`config.mk`:
```
export PLATFORM = sky130hd
export DESIGN_NAME = emmc_clkgen_flat
export DESIGN_NICKNAME = d
export VERILOG_FILES = /design/src/rtl/emmc_clkgen_if.sv /design/src/rtl/emmc_clkgen.sv /design/src/flat_wrapper.sv
export SDC_FILE = /design/constraint.sdc
export NUM_CORES = 1
export LEC_CHECK = 0
export CELL_PAD_IN_SITES_DETAIL_PLACEMENT = 1
export CELL_PAD_IN_SITES_GLOBAL_PLACEMENT = 1
export CORE_MARGIN = 3
export CORE_UTILIZATION = 24
export DETAILED_ROUTE_END_ITERATION = 16
export DONT_BUFFER_PORTS = 1
export PLACE_DENSITY = 0.53
export SLEW_MARGIN = 15
export SYNTH_ARGS = -nofsm -noshare
export SYNTH_HDL_FRONTEND = slang
export SYNTH_SLANG_ARGS = --single-unit
```
`constraint.sdc`:
```
create_clock -name clk_i -period 2.3 [get_ports clk_i]
set_clock_uncertainty 0.1 [all_clocks]
set_input_delay 0.345 -clock clk_i [delete_from_list [all_inputs] [get_ports clk_i]]
set_output_delay 0.345 -clock clk_i [all_outputs]
set_load 0.005 [all_outputs]
```
`src/rtl/emmc_clkgen_if.sv`:
```
// emmc_clkgen_if: control/status bundle between the host state machine and the eMMC clock generator.
interface emmc_clkgen_if #(parameter int DIV_W = 8);
    logic             en_i;
    logic [DIV_W-1:0] div_i;
    logic             div_ld_i;
    logic             div_ack_o;
    logic             clk_pad_o;
    logic             rise_stb_o;
    logic             fall_stb_o;
    logic             running_o;
    logic [DIV_W-1:0] div_o;
    modport master (
        output en_i, div_i, div_ld_i,
        input  div_ack_o, clk_pad_o, rise_stb_o, fall_stb_o, running_o, div_o
    );
    modport slave (
        input  en_i, div_i, div_ld_i,
        output div_ack_o, clk_pad_o, rise_stb_o, fall_stb_o, running_o, div_o
    );
endinterface

```
`src/rtl/emmc_clkgen.sv`:
```
// emmc_clkgen: programmable glitch-free eMMC pad clock with rise/fall strobes,
// divisor changes only at period boundaries and park-low stop.
module emmc_clkgen #(
    parameter int DIV_W    = 8,
    parameter int INIT_DIV = 31
) (
    input logic          clk_i,
    input logic          nrst_i,
    emmc_clkgen_if.slave bus
);
    typedef enum logic [1:0] {IDLE, LOW, HIGH} state_t;
    state_t           r_state, w_state_nx;
    logic [DIV_W-1:0] r_cnt, w_cnt_nx, r_div, r_pend_div;
    logic             r_pad, r_rise, r_fall, r_ack, r_run, r_pend_v;
    logic             w_pad_nx, w_rise_nx, w_fall_nx, w_end, w_upd;

    always_comb begin
        w_state_nx = r_state;
        w_cnt_nx   = r_cnt + 1'b1;
        w_pad_nx   = r_pad;
        w_rise_nx  = 1'b0;
        w_fall_nx  = 1'b0;
        w_end      = r_cnt == r_div;
        case (r_state)
            IDLE: begin
                w_cnt_nx   = '0;
                w_pad_nx   = 1'b0;
                w_state_nx = bus.en_i ? LOW : IDLE;
            end
            LOW: if (w_end) begin
                w_cnt_nx   = '0;
                w_state_nx = bus.en_i ? HIGH : IDLE;
                w_pad_nx   = bus.en_i;
                w_rise_nx  = bus.en_i;
            end
            HIGH: if (w_end) begin
                w_cnt_nx   = '0;
                w_state_nx = bus.en_i ? LOW : IDLE;
                w_pad_nx   = 1'b0;
                w_fall_nx  = 1'b1;
            end
            default: begin
                w_cnt_nx   = '0;
                w_state_nx = IDLE;
                w_pad_nx   = 1'b0;
            end
        endcase
        // a new divisor may only take effect between periods or while stopped
        w_upd = (r_state == IDLE || (r_state == HIGH && w_end)) && (bus.div_ld_i || r_pend_v);
    end

    always_ff @(posedge clk_i or negedge nrst_i) begin
        if (!nrst_i) begin
            r_state <= IDLE;
            r_cnt   <= '0;
            r_pad   <= 1'b0;
            r_rise  <= 1'b0;
            r_fall  <= 1'b0;
            r_run   <= 1'b0;
        end else begin
            r_state <= w_state_nx;
            r_cnt   <= w_cnt_nx;
            r_pad   <= w_pad_nx;
            r_rise  <= w_rise_nx;
            r_fall  <= w_fall_nx;
            r_run   <= w_state_nx != IDLE;
        end
    end

    always_ff @(posedge clk_i or negedge nrst_i) begin
        if (!nrst_i) begin
            r_div      <= DIV_W'(INIT_DIV);
            r_pend_div <= '0;
            r_pend_v   <= 1'b0;
            r_ack      <= 1'b0;
        end else begin
            r_ack <= w_upd;
            if (w_upd) begin
                r_div    <= bus.div_ld_i ? bus.div_i : r_pend_div;
                r_pend_v <= 1'b0;
            end else if (bus.div_ld_i) begin
                r_pend_div <= bus.div_i;
                r_pend_v   <= 1'b1;
            end
        end
    end

    assign bus.clk_pad_o  = r_pad;
    assign bus.rise_stb_o = r_rise;
    assign bus.fall_stb_o = r_fall;
    assign bus.div_ack_o  = r_ack;
    assign bus.running_o  = r_run;
    assign bus.div_o      = r_div;
endmodule

```
`src/flat_wrapper.sv`:
```
// flat-port wrapper written by rule: the top's interface ports become plain ports
module emmc_clkgen_flat 
#(
    parameter int DIV_W    = 8,
    parameter int INIT_DIV = 31
)
  (clk_i, nrst_i, bus_en_i, bus_div_i, bus_div_ld_i, bus_div_ack_o, bus_clk_pad_o, bus_rise_stb_o, bus_fall_stb_o, bus_running_o, bus_div_o);
  emmc_clkgen_if #(.DIV_W(DIV_W)) bus_i ();
  input logic clk_i;
  input logic nrst_i;
  input wire logic [$bits(bus_i.en_i)-1:0] bus_en_i;
  input wire logic [$bits(bus_i.div_i)-1:0] bus_div_i;
  input wire logic [$bits(bus_i.div_ld_i)-1:0] bus_div_ld_i;
  output wire logic [$bits(bus_i.div_ack_o)-1:0] bus_div_ack_o;
  output wire logic [$bits(bus_i.clk_pad_o)-1:0] bus_clk_pad_o;
  output wire logic [$bits(bus_i.rise_stb_o)-1:0] bus_rise_stb_o;
  output wire logic [$bits(bus_i.fall_stb_o)-1:0] bus_fall_stb_o;
  output wire logic [$bits(bus_i.running_o)-1:0] bus_running_o;
  output wire logic [$bits(bus_i.div_o)-1:0] bus_div_o;
  assign bus_i.en_i = bus_en_i;
  assign bus_i.div_i = bus_div_i;
  assign bus_i.div_ld_i = bus_div_ld_i;
  assign bus_div_ack_o = bus_i.div_ack_o;
  assign bus_clk_pad_o = bus_i.clk_pad_o;
  assign bus_rise_stb_o = bus_i.rise_stb_o;
  assign bus_fall_stb_o = bus_i.fall_stb_o;
  assign bus_running_o = bus_i.running_o;
  assign bus_div_o = bus_i.div_o;
  emmc_clkgen #(.DIV_W(DIV_W), .INIT_DIV(INIT_DIV)) u_core (.clk_i(clk_i), .nrst_i(nrst_i), .bus(bus_i));
endmodule
```
# Word-level counts from Yosys, hierarchy flattened
# Index checks and enable logic that the tools add are counted.
# word_totals
reg_bits,32
# op_classes
add_sub_neg,1
n_eq_ne,5
n_mux,17
n_reduce_logical,9
# op_table
op,n
$mux 8,3
$mux 1,9
$add 8x1->8 const B,1
$eq 8x8->1,1
$mux 2,3
$pmux 2 s3,1
$ne 2x1->1 const B,2
$reduce_bool 2->1,2
$eq 2x1->1 const B,1
$eq 2x2->1 const B,1
$logic_and 1x1->1,2
$logic_not 2->1,1
$logic_or 1x1->1,2
$pmux 1 s2,1
$reduce_and 2->1,1
$reduce_or 2->1,1

# Logic depth before layout (Yosys ltp)
# depth
ltp_word,5
depth_mapped,6
depth_no_buf,6

# Least setup slack after synthesis
# Ideal clock, no wire load.
# synth_timing
path_type,register -> register
start,register u_core.r_state[0]
end,register u_core.r_pend_div[0]
setup_ns,0.125
arrival_ns,1.728
required_time_ns,2.075
slack_ns,0.348
path_stages_with_launch,7
path_buffers,0
path_cell_list,dfrtp_1 > inv_1 > ha_1 > nor3b_1 > a41oi_4 > nand2_4 > mux2_2
# synth_between
elab_chain_cells,4
elab_cells_between_ends,5
cone_classes,1 x eq/ne; 4 x reduce/logical
# synth_rtl
item,line,text
from (decl),emmc_clkgen.sv:12,"state_t r_state, w_state_nx;"
from (signal assigned),emmc_clkgen.sv:61,r_state <= w_state_nx;
$eq 2x2->1,emmc_clkgen.sv:49,w_upd = (r_state == IDLE || (r_state == HIGH && w_end)) && (bus.div_ld_i || r_pend_v);
$logic_and 1x1->1,emmc_clkgen.sv:49,
$logic_or 1x1->1 *,emmc_clkgen.sv:49,
$logic_and 1x1->1 *,emmc_clkgen.sv:49,
to (signal assigned),emmc_clkgen.sv:82,r_pend_div <= bus.div_i;
to (decl),emmc_clkgen.sv:13,"logic [DIV_W-1:0] r_cnt, w_cnt_nx, r_div, r_pend_div;"
# Mark *: on every way between the ends. The rest lies on a longest branch, timed or not.
# A chain may end at the register's enable or synchronous reset.

# Final worst setup path
# layout_timing
start,"register u_core.r_div[0], in the netlist u_core.bus.div_o[0]"
end,"register u_core.r_div[7], in the netlist u_core.bus.div_o[7]"
# layout_between
elab_chain_cells,4
# layout_rtl
item,line,text
from (decl),emmc_clkgen.sv:13,
from (signal assigned),emmc_clkgen.sv:72,r_div <= DIV_W'(INIT_DIV);
from (signal assigned),emmc_clkgen.sv:79,r_div <= bus.div_ld_i ? bus.div_i : r_pend_div;
$eq 8x8->1,emmc_clkgen.sv:23,w_end = r_cnt == r_div;
$logic_and 1x1->1,emmc_clkgen.sv:49,
$logic_or 1x1->1,emmc_clkgen.sv:49,
$logic_and 1x1->1,emmc_clkgen.sv:49,
# Every way passes these cells.

==> flow_summary.yaml <==
yosys:
  postSynthAreaPerCell_um2: 11.7
  synth_area_mm2: 0.00152
  yosys_warnings: 0
  synthCells: 130
  synth-edff-count: 0
  synthFlopType: "dfrtp_1"
  async_reset_ff_share_pct: 100
  ys_seq_area_share_pct: 53.1
  yosysMostFrequentCell: "dfrtp_1"
  synth_top_area_share_pct: 44.5
  synth_common_cells: "dfrtp_1 (27), nor2_1 (15), xor2_1 (13)"
  synth_top_area_cell: "dfrtp_1"
  syn_nets: 147
  synthTopCellsByArea: "dfrtp_1 (44%), dfstp_2 (8.6%), xor2_1 (7.5%)"
  yosys_register_bits: 32
  ys_types: 30
worst_setup_path:
  cp_data_required_time_ns: 2.38
  cp_num_buf_inv: 0
  max_stage_delay_ns: 0.57
  critPathArrivalTime_ns: 2.05
  worstSetupPathType: "reg2reg"
  crit_family: "compound AO/OA/AOI/OAI gates"
  crit_path_top_delay_cell: "dfstp_2"
  start_kind: "register"
  path_cells: "xor2_1 > nor2_1 > a41o_2 > o21ai_1 > o2bb2ai_1"
  cp-end-kind: "register"
  critPathMaxFanout: 7
global_route:
  grt_pass1_vias: 1147
  antenna_found_initial: 0
  grt_pass1_wl_mm: 6.08
  overflow: 0
  grt_max_degree: 33
  grt_util_all_layers_pct: 10.9
cells_and_area:
  fin_nets: 156
  final_layout_size_suffix_gt1_share_pct: 19.3
  fillers: 683
  area_growth_pct: 16.1
  n_antenna_cell: 0
  postLayoutCellArea_mm2: 0.00176
min_path:
  min_path_type: "in2reg"
floorplanning:
  die_w_um: 85.6
  fp-row-count: 28
  coreArea_mm2: 0.00603
  die_h_um: 85.6
  initial_core_util_pct: 25.2
  boundaryPins: 25
  die_area_mm2: 0.00732
timing:
  max_freq_ghz: 0.507
  fin_crit_sh_pct: 85.7
  tns_ns: 0
  finalHoldViolations: 0
  maxSlewHeadroom_pct: 63.3
  period_minus_slack_ns: 1.97
  rsz0062_at_grt: "no"
  slew_viol_final: 0
  finalSetupViolCount: 0
  worst_pin_slew_ns: 0.546
route:
  ant_nets: 0
  vias: 1045
  finalWirelength_mm: 3.68
  viasPerCell: 4.86
  routed_wire_length_per_instance_um: 17.1
  drc: 0
  drt-initial-drc-count: 40
  dr.pass1.iters: 4
place:
  place_area_mm2: 0.00162
  portBuffers: 0
  gp_congestion: 0.761
  hpwl_mm: 2.71
power:
  power_per_cell_area_mw_per_mm2: 1270
  leakage_nw: 0.805
  peakVddDrop_mv: 0.344
cts:
  clock_latency_ns: 0.29
  htree_levels: 2
  clk_pin_slew_ns: 0.08
  numClockSinks: 32
  cts_root_buffer: "clkbuf_8"
  tritoncts: "yes"
  cts_buffers: 5
  cts_buffer_depth: 2
job:
  cap_violations: 0
outcome:
  status: "completed"
-- area by class of cell --
class | instances | area [µm²] | area share [%]
multi-input cells | 94 | 702 | 39.8
inverters | 3 | 11.3 | 0.639
well taps | 75 | 93.8 | 5.32
repair buffers | 3 | 37.5 | 2.13
clock buffers | 5 | 68.8 | 3.90
flip-flops and latches | 32 | 807 | 45.8
clock inverters | 3 | 42.5 | 2.41
-- power breakdown --
part	leakage (nW)	internal (mW)	total, mW	switching, mW
Combinational	0.352	0.295	0.689	0.394
Clock	0.0541	0.321	0.545	0.224
Sequential	0.399	0.794	1.00	0.210
-- worst paths after layout --
kind,cells past startpoint,endpoint,slack (ns),from
min,2,u_core.bus.div_o[1],0.09,bus_div_ld_i
min reg2reg,1,u_core.bus.clk_pad_o,0.41,u_core.bus.clk_pad_o
min in group asynchronous,2,u_core.r_pend_div[2],0.39,nrst_i
max,5,u_core.bus.div_o[7],0.33,u_core.bus.div_o[0]
max reg2reg,5,u_core.bus.div_o[7],0.33,u_core.bus.div_o[0]
max in group asynchronous,2,u_core.bus.div_o[1],1.46,nrst_i
-- per-layer routing --
layer	part of all wire [%]	track usage [%]
met3	6.1	3.84
met2	49	17.1
met1	43	13.4
met5	0	0
met4	1.7	5.18
-- repair_timing --
| action | in CTS | in global routing |
|---|---|---|
| endpoints found under the hold margin | 32 | 0 |
| setup buffers | 0 | 0 |
| setup endpoints to repair | 0 | 1 |
| hold buffers | 2 | 0 |
| gates resized for setup | 0 | 1 |
-- registers in the layout, summed over array words and instances, names as in the netlist --
register	cells
u_core.bus.fall_stb_o	1
u_core.r_pend_v	1
u_core.bus.rise_stb_o	1
u_core.r_pend_div	8
u_core.bus.clk_pad_o	1
u_core.bus.div_o	8
u_core.bus.running_o	1
u_core.r_cnt	8
u_core.bus.div_ack_o	1
u_core.r_state	2
-- per-stage QoR --
stage	hold WS, ns	setup WS (ns)	power (mW)	instances	util, %
4_1_cts	0.0757	0.216	2.26	215	29.2
3_3_place_gp	-0.0491	0.290	1.65	205	26.8
5_1_grt	0.0854	0.123	2.40	215	29.3
3_5_place_dp	-0.0491	0.224	1.69	205	26.8
2_1_floorplan	-0.0506	0.348	1.46	130	-
6_report	0.0856	0.329	2.24	215	29.3
-- logic make-up (layout without fill, tap and decap cells) --
group | Yosys count | in the layout | share of synthesized area, %
compound gates | 23 | 23 | 11.9
xor+xnor | 14 | 14 | 8.07
buf+inv | 4 | 14 | 0.988
simple gates | 44 | 44 | 15.8
mux | 8 | 8 | 5.93
fa+ha+maj | 5 | 5 | 4.12
flops | 32 | 32 | 53.1
-- placed cells by master, fill, tap and decap left out --
master	n
bufinv_16	1
dfrtp_1	27
o21ai_0	2
nand3_1	11
xor2_1	13
a21oi_1	6
buf_12	1
nand2_4	1
a41oi_1	1
and3b_1	5
nand4_1	1
a41oi_4	1
clkinvlp_4	1
a21o_1	1
and4_1	1
a32oi_1	1
and3_1	4
dfstp_2	5
clkbuf_8	5
inv_1	3
nor2b_1	1
clkinv_2	1
nor3b_2	1
nor2_1	15
a22oi_1	1
ha_1	5
xnor2_1	1
a31oi_1	2
buf_4	1
and2_1	2
dlygate4sd3_1	1
a41o_2	1
mux2_2	8
o21ai_1	1
o2bb2ai_1	6
nand2_1	2
No activity file was read; power rests on OpenSTA's default activity.
